--- src/rtl/spi_fl_cmd_seq.sv ---
// Command sequencer in front of spi_master_fl: optional WREN prefix, main command,
// optional RDSR polling until WIP clears, then a single response strobe to the host.
module spi_fl_cmd_seq #(
  parameter logic [7:0]  WREN_CMD    = 8'h06,
  parameter logic [7:0]  RDSR_CMD    = 8'h05,
  parameter logic [2:0]  CMD_ONLY_CT = 3'b000,
  parameter logic [2:0]  RDSR_CT     = 3'b001,
  parameter logic [9:0]  RDSR_FRAME  = 10'h000,
  parameter int unsigned ACK_TIMEOUT = 8,
  parameter int unsigned POLL_MAX    = 1000
) (
  input  logic        clk,
  input  logic        rst,
  input  logic        req_valid,
  output logic        req_ready,
  input  logic [7:0]  req_cmd,
  input  logic [23:0] req_addr,
  input  logic [31:0] req_data,
  input  logic [2:0]  req_commtype,
  input  logic [6:0]  req_nbits,
  input  logic [9:0]  req_frame,
  input  logic [3:0]  req_dummy,
  input  logic        req_wren,
  input  logic        req_poll,
  output logic        resp_valid,
  output logic [31:0] resp_data,
  output logic [7:0]  resp_status,
  output logic        resp_err,
  output logic [31:0] m_data_in,
  output logic [23:0] m_address,
  output logic [7:0]  m_command,
  output logic [2:0]  m_commtype,
  output logic [6:0]  m_ndata_bits,
  output logic [9:0]  m_frame_struct,
  output logic [3:0]  m_dummy_cycles,
  output logic        m_validflag,
  input  logic [31:0] m_data_out,
  input  logic        m_validflag_out,
  input  logic        m_tready
);

  localparam int unsigned ACK_W  = $clog2(ACK_TIMEOUT + 1);
  localparam int unsigned POLL_W = $clog2(POLL_MAX + 1);

  typedef enum logic [2:0] {
    IDLE, WREN_ISSUE, WREN_WAIT, CMD_ISSUE, CMD_WAIT, POLL_ISSUE, POLL_WAIT, RESP
  } state_t;

  state_t              state_q, state_d;
  logic [7:0]          cmd_q, cmd_d;
  logic [23:0]         addr_q, addr_d;
  logic [31:0]         data_q, data_d;
  logic [2:0]          ct_q, ct_d;
  logic [6:0]          nbits_q, nbits_d;
  logic [9:0]          frame_q, frame_d;
  logic [3:0]          dummy_q, dummy_d;
  logic                poll_q, poll_d;
  logic [31:0]         resp_data_q, resp_data_d;
  logic [7:0]          resp_status_q, resp_status_d;
  logic                err_q, err_d;
  logic                vflag_q, vflag_d;
  logic                acked_q, acked_d;
  logic [ACK_W-1:0]    ack_cnt_q, ack_cnt_d;
  logic [POLL_W-1:0]   poll_cnt_q, poll_cnt_d;
  logic                done;
  logic                wip;

  always_ff @(posedge clk or negedge rst) begin
    if (!rst) begin
      state_q       <= IDLE;
      cmd_q         <= '0;
      addr_q        <= '0;
      data_q        <= '0;
      ct_q          <= '0;
      nbits_q       <= '0;
      frame_q       <= '0;
      dummy_q       <= '0;
      poll_q        <= 1'b0;
      resp_data_q   <= '0;
      resp_status_q <= '0;
      err_q         <= 1'b0;
      vflag_q       <= 1'b0;
      acked_q       <= 1'b0;
      ack_cnt_q     <= '0;
      poll_cnt_q    <= '0;
    end else begin
      state_q       <= state_d;
      cmd_q         <= cmd_d;
      addr_q        <= addr_d;
      data_q        <= data_d;
      ct_q          <= ct_d;
      nbits_q       <= nbits_d;
      frame_q       <= frame_d;
      dummy_q       <= dummy_d;
      poll_q        <= poll_d;
      resp_data_q   <= resp_data_d;
      resp_status_q <= resp_status_d;
      err_q         <= err_d;
      vflag_q       <= vflag_d;
      acked_q       <= acked_d;
      ack_cnt_q     <= ack_cnt_d;
      poll_cnt_q    <= poll_cnt_d;
    end
  end

  always_comb begin
    state_d       = state_q;
    cmd_d         = cmd_q;
    addr_d        = addr_q;
    data_d        = data_q;
    ct_d          = ct_q;
    nbits_d       = nbits_q;
    frame_d       = frame_q;
    dummy_d       = dummy_q;
    poll_d        = poll_q;
    resp_data_d   = resp_data_q;
    resp_status_d = resp_status_q;
    err_d         = err_q;
    vflag_d       = 1'b0;
    acked_d       = acked_q;
    ack_cnt_d     = ack_cnt_q;
    poll_cnt_d    = poll_cnt_q;
    done          = 1'b0;
    // status read in the same cycle as the done edge must decide the next poll
    wip           = m_validflag_out ? m_data_out[0] : resp_status_q[0];

    case (state_q)
      IDLE: begin
        if (req_valid) begin
          cmd_d         = req_cmd;
          addr_d        = req_addr;
          data_d        = req_data;
          ct_d          = req_commtype;
          nbits_d       = req_nbits;
          frame_d       = req_frame;
          dummy_d       = req_dummy;
          poll_d        = req_poll;
          resp_data_d   = '0;
          resp_status_d = '0;
          err_d         = 1'b0;
          poll_cnt_d    = '0;
          state_d       = req_wren ? WREN_ISSUE : CMD_ISSUE;
        end
      end
      WREN_ISSUE, CMD_ISSUE, POLL_ISSUE: begin
        if (m_tready) begin
          vflag_d   = 1'b1;
          acked_d   = 1'b0;
          ack_cnt_d = '0;
          if (state_q == POLL_ISSUE) begin
            poll_cnt_d = poll_cnt_q + POLL_W'(1);
            state_d    = POLL_WAIT;
          end else if (state_q == CMD_ISSUE) begin
            state_d = CMD_WAIT;
          end else begin
            state_d = WREN_WAIT;
          end
        end
      end
      WREN_WAIT, CMD_WAIT, POLL_WAIT: begin
        if (m_validflag_out && state_q == CMD_WAIT) resp_data_d = m_data_out;
        if (m_validflag_out && state_q == POLL_WAIT) resp_status_d = m_data_out[7:0];
        // phase A: master must drop tready to acknowledge the start pulse
        if (!acked_q) begin
          if (!m_tready) begin
            acked_d = 1'b1;
          end else if (ack_cnt_q == ACK_W'(ACK_TIMEOUT)) begin
            err_d   = 1'b1;
            state_d = RESP;
          end else begin
            ack_cnt_d = ack_cnt_q + ACK_W'(1);
          end
        end else if (m_tready) begin
          done = 1'b1;
        end
        if (done) begin
          if (state_q == WREN_WAIT) begin
            state_d = CMD_ISSUE;
          end else if (state_q == CMD_WAIT) begin
            state_d = poll_q ? POLL_ISSUE : RESP;
          end else if (!wip) begin
            state_d = RESP;
          end else if (poll_cnt_q < POLL_W'(POLL_MAX)) begin
            state_d = POLL_ISSUE;
          end else begin
            err_d   = 1'b1;
            state_d = RESP;
          end
        end
      end
      RESP:    state_d = IDLE;
      default: state_d = IDLE;
    endcase
  end

  // master fields follow the phase, so they stay stable from ISSUE through WAIT
  always_comb begin
    m_data_in      = '0;
    m_address      = '0;
    m_command      = '0;
    m_commtype     = '0;
    m_ndata_bits   = '0;
    m_frame_struct = '0;
    m_dummy_cycles = '0;
    case (state_q)
      WREN_ISSUE, WREN_WAIT: begin
        m_command      = WREN_CMD;
        m_commtype     = CMD_ONLY_CT;
        m_frame_struct = RDSR_FRAME;
      end
      CMD_ISSUE, CMD_WAIT: begin
        m_data_in      = data_q;
        m_address      = addr_q;
        m_command      = cmd_q;
        m_commtype     = ct_q;
        m_ndata_bits   = nbits_q;
        m_frame_struct = frame_q;
        m_dummy_cycles = dummy_q;
      end
      POLL_ISSUE, POLL_WAIT: begin
        m_command      = RDSR_CMD;
        m_commtype     = RDSR_CT;
        m_ndata_bits   = 7'd8;
        m_frame_struct = RDSR_FRAME;
      end
      default: ;
    endcase
  end

  assign req_ready   = (state_q == IDLE);
  assign resp_valid  = (state_q == RESP);
  assign resp_data   = resp_data_q;
  assign resp_status = resp_status_q;
  assign resp_err    = err_q;
  assign m_validflag = vflag_q;

endmodule
--- config.mk ---
export PLATFORM = sky130hd
export DESIGN_NAME = spi_fl_cmd_seq
export DESIGN_NICKNAME = d
export VERILOG_FILES = /design/src/rtl/spi_fl_cmd_seq.sv
export SDC_FILE = /design/constraint.sdc
export NUM_CORES = 1
export LEC_CHECK = 0
export ABC_AREA = 1
export BUFFER_PORTS_ARGS = -buffer_cell sky130_fd_sc_hd__buf_2
export CAP_MARGIN = 25
export CORE_AREA = 2 2 107 135
export CTS_CLUSTER_SIZE = 20
export DETAILED_ROUTE_END_ITERATION = 8
export DIE_AREA = 0 0 109 137
export GPL_TIMING_DRIVEN = 0
export PLACE_DENSITY = 0.85
export SLEW_MARGIN = 40
export SYNTH_ARGS = -nofsm -noshare
export SYNTH_HDL_FRONTEND = slang
export SYNTH_SLANG_ARGS = --single-unit
--- constraint.sdc ---
create_clock -name clk -period 2.3 [get_ports clk]
set_input_delay 0.23 -clock clk [delete_from_list [all_inputs] [get_ports clk]]
set_output_delay 0.23 -clock clk [all_outputs]
set_load 0.1 [all_outputs]
# [After elaboration in Yosys (flattened, before gate mapping)]
# Index checks and enable logic that the tools add are counted.
[word_totals] latch_bits=0 rom_bits=0 ramBits=0 inputBits=127 elab_cells=113 memories=0 out_inout_bits=132 ff_bits=149
[classes] shift=0 bitwise_logic=0 n_eq_ne=19 muxes=56 div=0 n_reduce_logical=19 n_addsub=2 mul=0 n_lt_le_gt_ge=1
[op_table] op="two-way mux 32 bit" count=3
[op_table] op="one-hot mux 32 bit (2 select lines)" count=1
[op_table] op="two-way mux 10 bit" count=4
[op_table] op="two-way mux 3 bit" count=9
[op_table] op="two-way mux 24 bit" count=1
[op_table] op="one-hot mux 8 bit (3 select lines)" count=1
[op_table] op="two-way mux 4 bit" count=5
[op_table] op="one-hot mux 10 bit (2 select lines)" count=1
[op_table] op="two-way mux 1 bit" count=17
[op_table] op="two-way mux 8 bit" count=2
[op_table] op="inequality test 2 bit (second input constant)" count=8
[op_table] op="one-hot mux 8 bit (2 select lines)" count=1
[op_table] op="one-hot mux 7 bit (2 select lines)" count=1
[op_table] op="equality test 3 bit (second input constant)" count=4
[op_table] op="one-hot mux 3 bit (4 select lines)" count=1
[op_table] op="adder 10 x 1 -> 10 bit (second input constant)" count=1
[op_table] op="< comparator 10 bit (second input constant)" count=1
[op_table] op="two-way mux 2 bit" count=5
[op_table] op="AND reduction 5 bit" count=2
[op_table] op="inequality test 3 bit (second input constant)" count=3
[op_table] op="one-hot mux 4 bit (2 select lines)" count=1
[op_table] op="equality test 3 x 2 -> 1 bit (second input constant)" count=2
[op_table] op="one-hot mux 3 bit (2 select lines)" count=1
[op_table] op="AND reduction 2 bit" count=3
[op_table] op="other kinds (11)" count=19

# [Logic depth before layout (Yosys ltp)]
[depth] word_depth=10 ltp_mapped=11 mapped_depth_nobuf=11

# [Least setup slack after synthesis]
# Ideal clock, no wire load.
[synth_path] path_type="flip-flop to output port" from="reg state_q[0]" to="out m_command[1]" t_required_ns=2.070 n_path_buf=0 setup_slack_ns=-0.768 t_arrival_ns=2.838 stages_incl_launch_ff=5 cell_sequence="dfrtp_1 > inv_2 > nor2_2 > nor2_1 > o21ai_0"
[synth_via] elab_chain_len=3 elab_cells_between_ends=10 classes_between="6 x eq/ne; 1 x mux; 3 x reduce/logical"
[synth_lines] element="start, declared" line_no="49" rtl="state_t state_q, state_d;"
[synth_lines] element="start signal, assigned" line_no="87" rtl="state_q <= state_d;"
[synth_lines] element="equality test 3 bit (tied with other cells)" line_no="205" rtl="case (state_q)"
[synth_lines] element="OR reduction 2 bit" line_no="205"
[synth_lines] element="one-hot mux 8 bit (3 select lines) *" line_no="205"
[synth_lines] element="end, declared" line_no="31" rtl="output logic [7:0] m_command,"
# Every way passes the cells marked *; elsewhere a longest branch is shown, timed or not.

# [Worst setup path in the final report]
[layout_path] from="reg state_q[0]" to="out m_frame_struct[3]"
[layout_via] elab_chain_len=3 elab_cells_between_ends=4 classes_between="2 x eq/ne; 1 x mux; 1 x reduce/logical"
[layout_lines] element="equality test 3 x 2 -> 1 bit / equality test 3 bit (equally long branches)" line_no="205"
[layout_lines] element="OR reduction 2 bit *" line_no="205"
[layout_lines] element="two-way mux 10 bit *" line_no="205"
[layout_lines] element="end, declared" line_no="34" rtl="output logic [9:0] m_frame_struct,"
# Marked as above.

==> summary by stage <==
Setup path
For this run, the slowest stage of the critical path takes 0.44 ns. Along the worst path, the maximum fanout reaches 10. For the worst setup path, the data arrival time is 2.09 ns. The worst setup path category is reg -> out. The cell that appears most often on the critical path is sky130_fd_sc_hd__buf_6. The kind of cell adding the most delay to the critical path is buffers and inverters. For this design, the slowest cell found on the critical path is sky130_fd_sc_hd__dfrtp_2. The number of buffers and inverters on the critical path is 5. The kind of start point of the critical path is a register. The signal on the critical path passes through clkinv_4 -> nand2_4 -> o22ai_4 -> inv_2 -> buf_6 -> buf_4 -> nor2_1 -> buf_6. The required time at the worst-slack endpoint is 2.07 ns. The kind of end point of the critical path is an output pin.

Clocking
The clock sink count is 149. The TritonCTS clock tree is yes. The H-tree was split into 4 levels.

Clock-pin slew was measured on the worst setup and hold paths at 0.06 ns. Counting the buffers created by CTS gives 17. The later pin in the worst-skew pair is clocked with a latency of 0.41 ns. The CTS root buffer is sky130_fd_sc_hd__clkbuf_16. Counting along the longest clock path gives a buffer depth of 2.

STA
For the finished layout, the period the worst path requires is 2.32 ns. Setup repair after global routing could not meet its margin everywhere. The max-slew violation count was 0. The highest attainable clock frequency is 0.432 GHz.

The final clock period utilization by the worst path is 101%. The worst hold margin is 0.0348 ns. At the pin with the least slew margin, the transition time is 0.511 ns. The final hold violation count came to 0. In the post-route analysis, the smallest setup slack over all paths is -0.0160 ns. The worst pin sits at a relative slew slack of 65.9%. Setup violations remaining at the end of the flow were counted as 2.

Between clock sinks in the finished design, the worst skew comes to 0.00723 ns.

Detailed routing
In the routed design, unresolved DRC markers number 0. The average via count per standard cell is 5.12. Wires add up to 21400 um. The iteration count of the initial detailed-routing pass is 5. The number of vias after detailed routing is 6602. After the first detailed-routing iteration, the DRC count stood at 377. Once detail routing completed, the nets flagged for antenna violations numbered 0. In the final routed layout, each cell accounts on average for 16.6 um.

Synthesis
After synthesis, the share of flip-flops with an asynchronous set or reset is 100%. The count of warnings emitted by yosys is 0. The count of cell types in the netlist is 39. The sequential share of the synthesized area is 51.4%. The synthesized netlist devotes 20.7% of its cell area to simple gates. The post-synthesis cell count is 815.

The dominant register cell in the synthesized netlist is sky130_fd_sc_hd__dfrtp_1. The area share of xor/xnor cells in the synthesized design is 0.483%. Yosys mapped a number of flops with a built-in enable equal to 0. The multiplexer fraction of the synthesized cell area is 2.48%.

After synthesis, the largest family of logic cells by area is simple AND/OR/NAND/NOR gates. The number of nets produced by synthesis is 945. After Yosys synthesis, full adders, half adders and majority gates account for 0.518% of the synthesized area.

The synthesized netlist devotes 13.5% of its cell area to compound gates. The average instance in the mapped netlist occupies 8.90 um2. The synthesis-stage register bit count is 149.

The mapped cell area is 7250 um2.

GRT
Global routing consumed, over all layers together, 26.3% of the routing resources. The number of global-route vias before repair is 6416. The pin count of the biggest net entering global routing is 71. The wire length of the first global-routing pass is 30400 um. The initial antenna violation count is 2. For this run the aggregate overflow at the end of global routing stands at 0.

Finish
The fill cell instance count of the final layout is 858. Of the cells placed in the final design, the portion with a size suffix greater than 1 is 46.6%. Leaving out fill and tap cells, the most frequent cells in the layout are 179 x sky130_fd_sc_hd__buf_2, 148 x sky130_fd_sc_hd__dfrtp_1, 116 x sky130_fd_sc_hd__inv_1. The library cell used most frequently in the layout, excluding fill and tap cells, is sky130_fd_sc_hd__buf_2. The layout overhead on the synthesized area is 44.9%. The number of nets at the end of the flow is 1229.

Floorplan
The core footprint is 13600 um2. The initialized floorplan defines 48 standard-cell rows. 259 I/O pins were placed. The die is 137 um tall.

From left edge to right edge, the die measures 109 um. The initial core utilization is 53.2%. The die outline area is 14900 um2.

Outcome
The flow ran to the end, but the final reports show violations. The checks that failed: negative setup slack.

Worst hold path
The kind of path behind the tightest hold check is in -> reg.

Placed design
The wire-length estimate of the detail-placed layout is 13700 um. The placer's final routability congestion estimate is 0.884. The number of buffers added on ports is 258.

Job
The count of maximum capacitance violations is 0.
[state kept, by name, summed over array words and instances (netlist names)]
register / flops
ack_cnt_q: 4
m_validflag: 1
cmd_q: 8
resp_data: 32
data_q: 32
nbits_q: 7
poll_q: 1
dummy_q: 4
acked_q: 1
addr_q: 24
resp_err: 1
state_q: 3
resp_status: 8
poll_cnt_q: 10
ct_q: 3
frame_q: 10
[per-stage QoR]
stage               setup slack [ns]  setup TNS, ns  cells  cell area [um2]  util, %
CTS                          0.00418              0   1285             9960     73.1
floorplan                     -0.424         -26.20    815             7300        -
global route                  -0.135          -2.50   1288            10500     77.1
finish                       -0.0160        -0.0201   1289            10500     77.1
global placement               -1.18        -175.44   1248             8810     64.6
detailed placement            -0.143         -0.953   1250             8880     65.1
[area by class of cell]
| cell class | instances | area, um2 | share of cell area [%] |
|---|---|---|---|
| clock inverter | 11 | 150 | 1.43 |
| tap | 175 | 219 | 2.08 |
| timing repair buffer | 265 | 2180 | 20.7 |
| antenna | 2 | 5.00 | 0.0476 |
| buffer | 43 | 345 | 3.29 |
| clock buffer | 21 | 460 | 4.38 |
| multi-input combinational | 500 | 2950 | 28.1 |
| inverter | 123 | 469 | 4.46 |
| sequential | 149 | 3730 | 35.5 |
[cell usage after synthesis (2+ instances only)]
cell / instances / area [um2]
sky130_fd_sc_hd__nor2_2: 11 / 68.8
sky130_fd_sc_hd__nand2_1: 96 / 360
sky130_fd_sc_hd__clkbuf_1: 11 / 41.3
sky130_fd_sc_hd__mux2_1: 4 / 45.0
sky130_fd_sc_hd__nand2_4: 2 / 22.5
sky130_fd_sc_hd__inv_2: 6 / 22.5
sky130_fd_sc_hd__buf_1: 2 / 7.51
sky130_fd_sc_hd__nand3b_1: 3 / 22.5
sky130_fd_sc_hd__buf_6: 18 / 203
sky130_fd_sc_hd__mux2_2: 4 / 45.0
sky130_fd_sc_hd__nor2_1: 176 / 661
sky130_fd_sc_hd__inv_1: 116 / 435
sky130_fd_sc_hd__a31o_2: 2 / 17.5
sky130_fd_sc_hd__nor2_4: 2 / 22.5
sky130_fd_sc_hd__ha_1: 3 / 37.5
sky130_fd_sc_hd__nand3_1: 57 / 285
sky130_fd_sc_hd__o21ai_0: 14 / 70.1
sky130_fd_sc_hd__a21oi_1: 4 / 20.0
sky130_fd_sc_hd__buf_4: 4 / 30.0
sky130_fd_sc_hd__nor3_1: 2 / 10.0
sky130_fd_sc_hd__o21ai_1: 10 / 50.1
sky130_fd_sc_hd__nand2_2: 3 / 18.8
sky130_fd_sc_hd__buf_2: 8 / 40.0
sky130_fd_sc_hd__dfrtp_1: 149 / 3730
sky130_fd_sc_hd__a21oi_2: 84 / 736
sky130_fd_sc_hd__mux2_4: 6 / 90.1
sky130_fd_sc_hd__xor2_1: 4 / 35.0
sky130_fd_sc_hd__nand4_1: 3 / 18.8
[timing repair]
item / CTS / global route
hold endpoints to repair: 149 / 0
setup endpoints to repair: 87 / 83
pin swaps: 1 / 1
buffers inserted: 2 / 2
hold buffers: 1 / 0
gates resized for setup: 154 / 141
[per-layer routing]
metal | GRT usage (%) | part of all wire (%) | vias up
met2 | 46.6 | 54 | 256
met4 | 11.3 | 3.6 | 0
li1 | - | - | 3101
met5 | 0 | 0 | -
met3 | 6.33 | 5.7 | 63
met1 | 29.9 | 37 | 3182
[cells by family (layout without fill, tap and decap cells)]
group           count (synthesis)  after routing
other cells                     0              2
flops                         149            149
xor+xnor                        4              4
buf+inv                       166            463
mux                            14             14
compound gates                122            122
fa+ha+maj                       3              3
simple gates                  357            357
[path summary, 6_finish.rpt]
path | startpoint | endpoint | slack (ns) | depth (start not counted)
setup / recovery | state_q[0]$_DFFE_PN0P_ | m_frame_struct[3] | -0.02 | 8
hold / removal | m_data_out[25] | resp_data[25]$_DFFE_PN0P_ | 0.03 | 3
setup reg to reg | state_q[2]$_DFFE_PN0P_ | nbits_q[1]$_DFFE_PN0P_ | 0.50 | 9
hold reg to reg | resp_err$_DFFE_PN0P_ | resp_err$_DFFE_PN0P_ | 0.48 | 2
max in group asynchronous | rst | data_q[27]$_DFFE_PN0P_ | 1.45 | 3
min in group asynchronous | rst | nbits_q[3]$_DFFE_PN0P_ | 0.25 | 2
[tightest hold or removal path: cells and delay by family]
family / cells / cell delay, ns
and+or+nand+nor: 2 / 0.11
buffers and inverters: 1 / 0.07
Power is left out: the tool's default activity adds up to more than one toggle a clock period on the data nets, which glitch-free logic cannot reach.
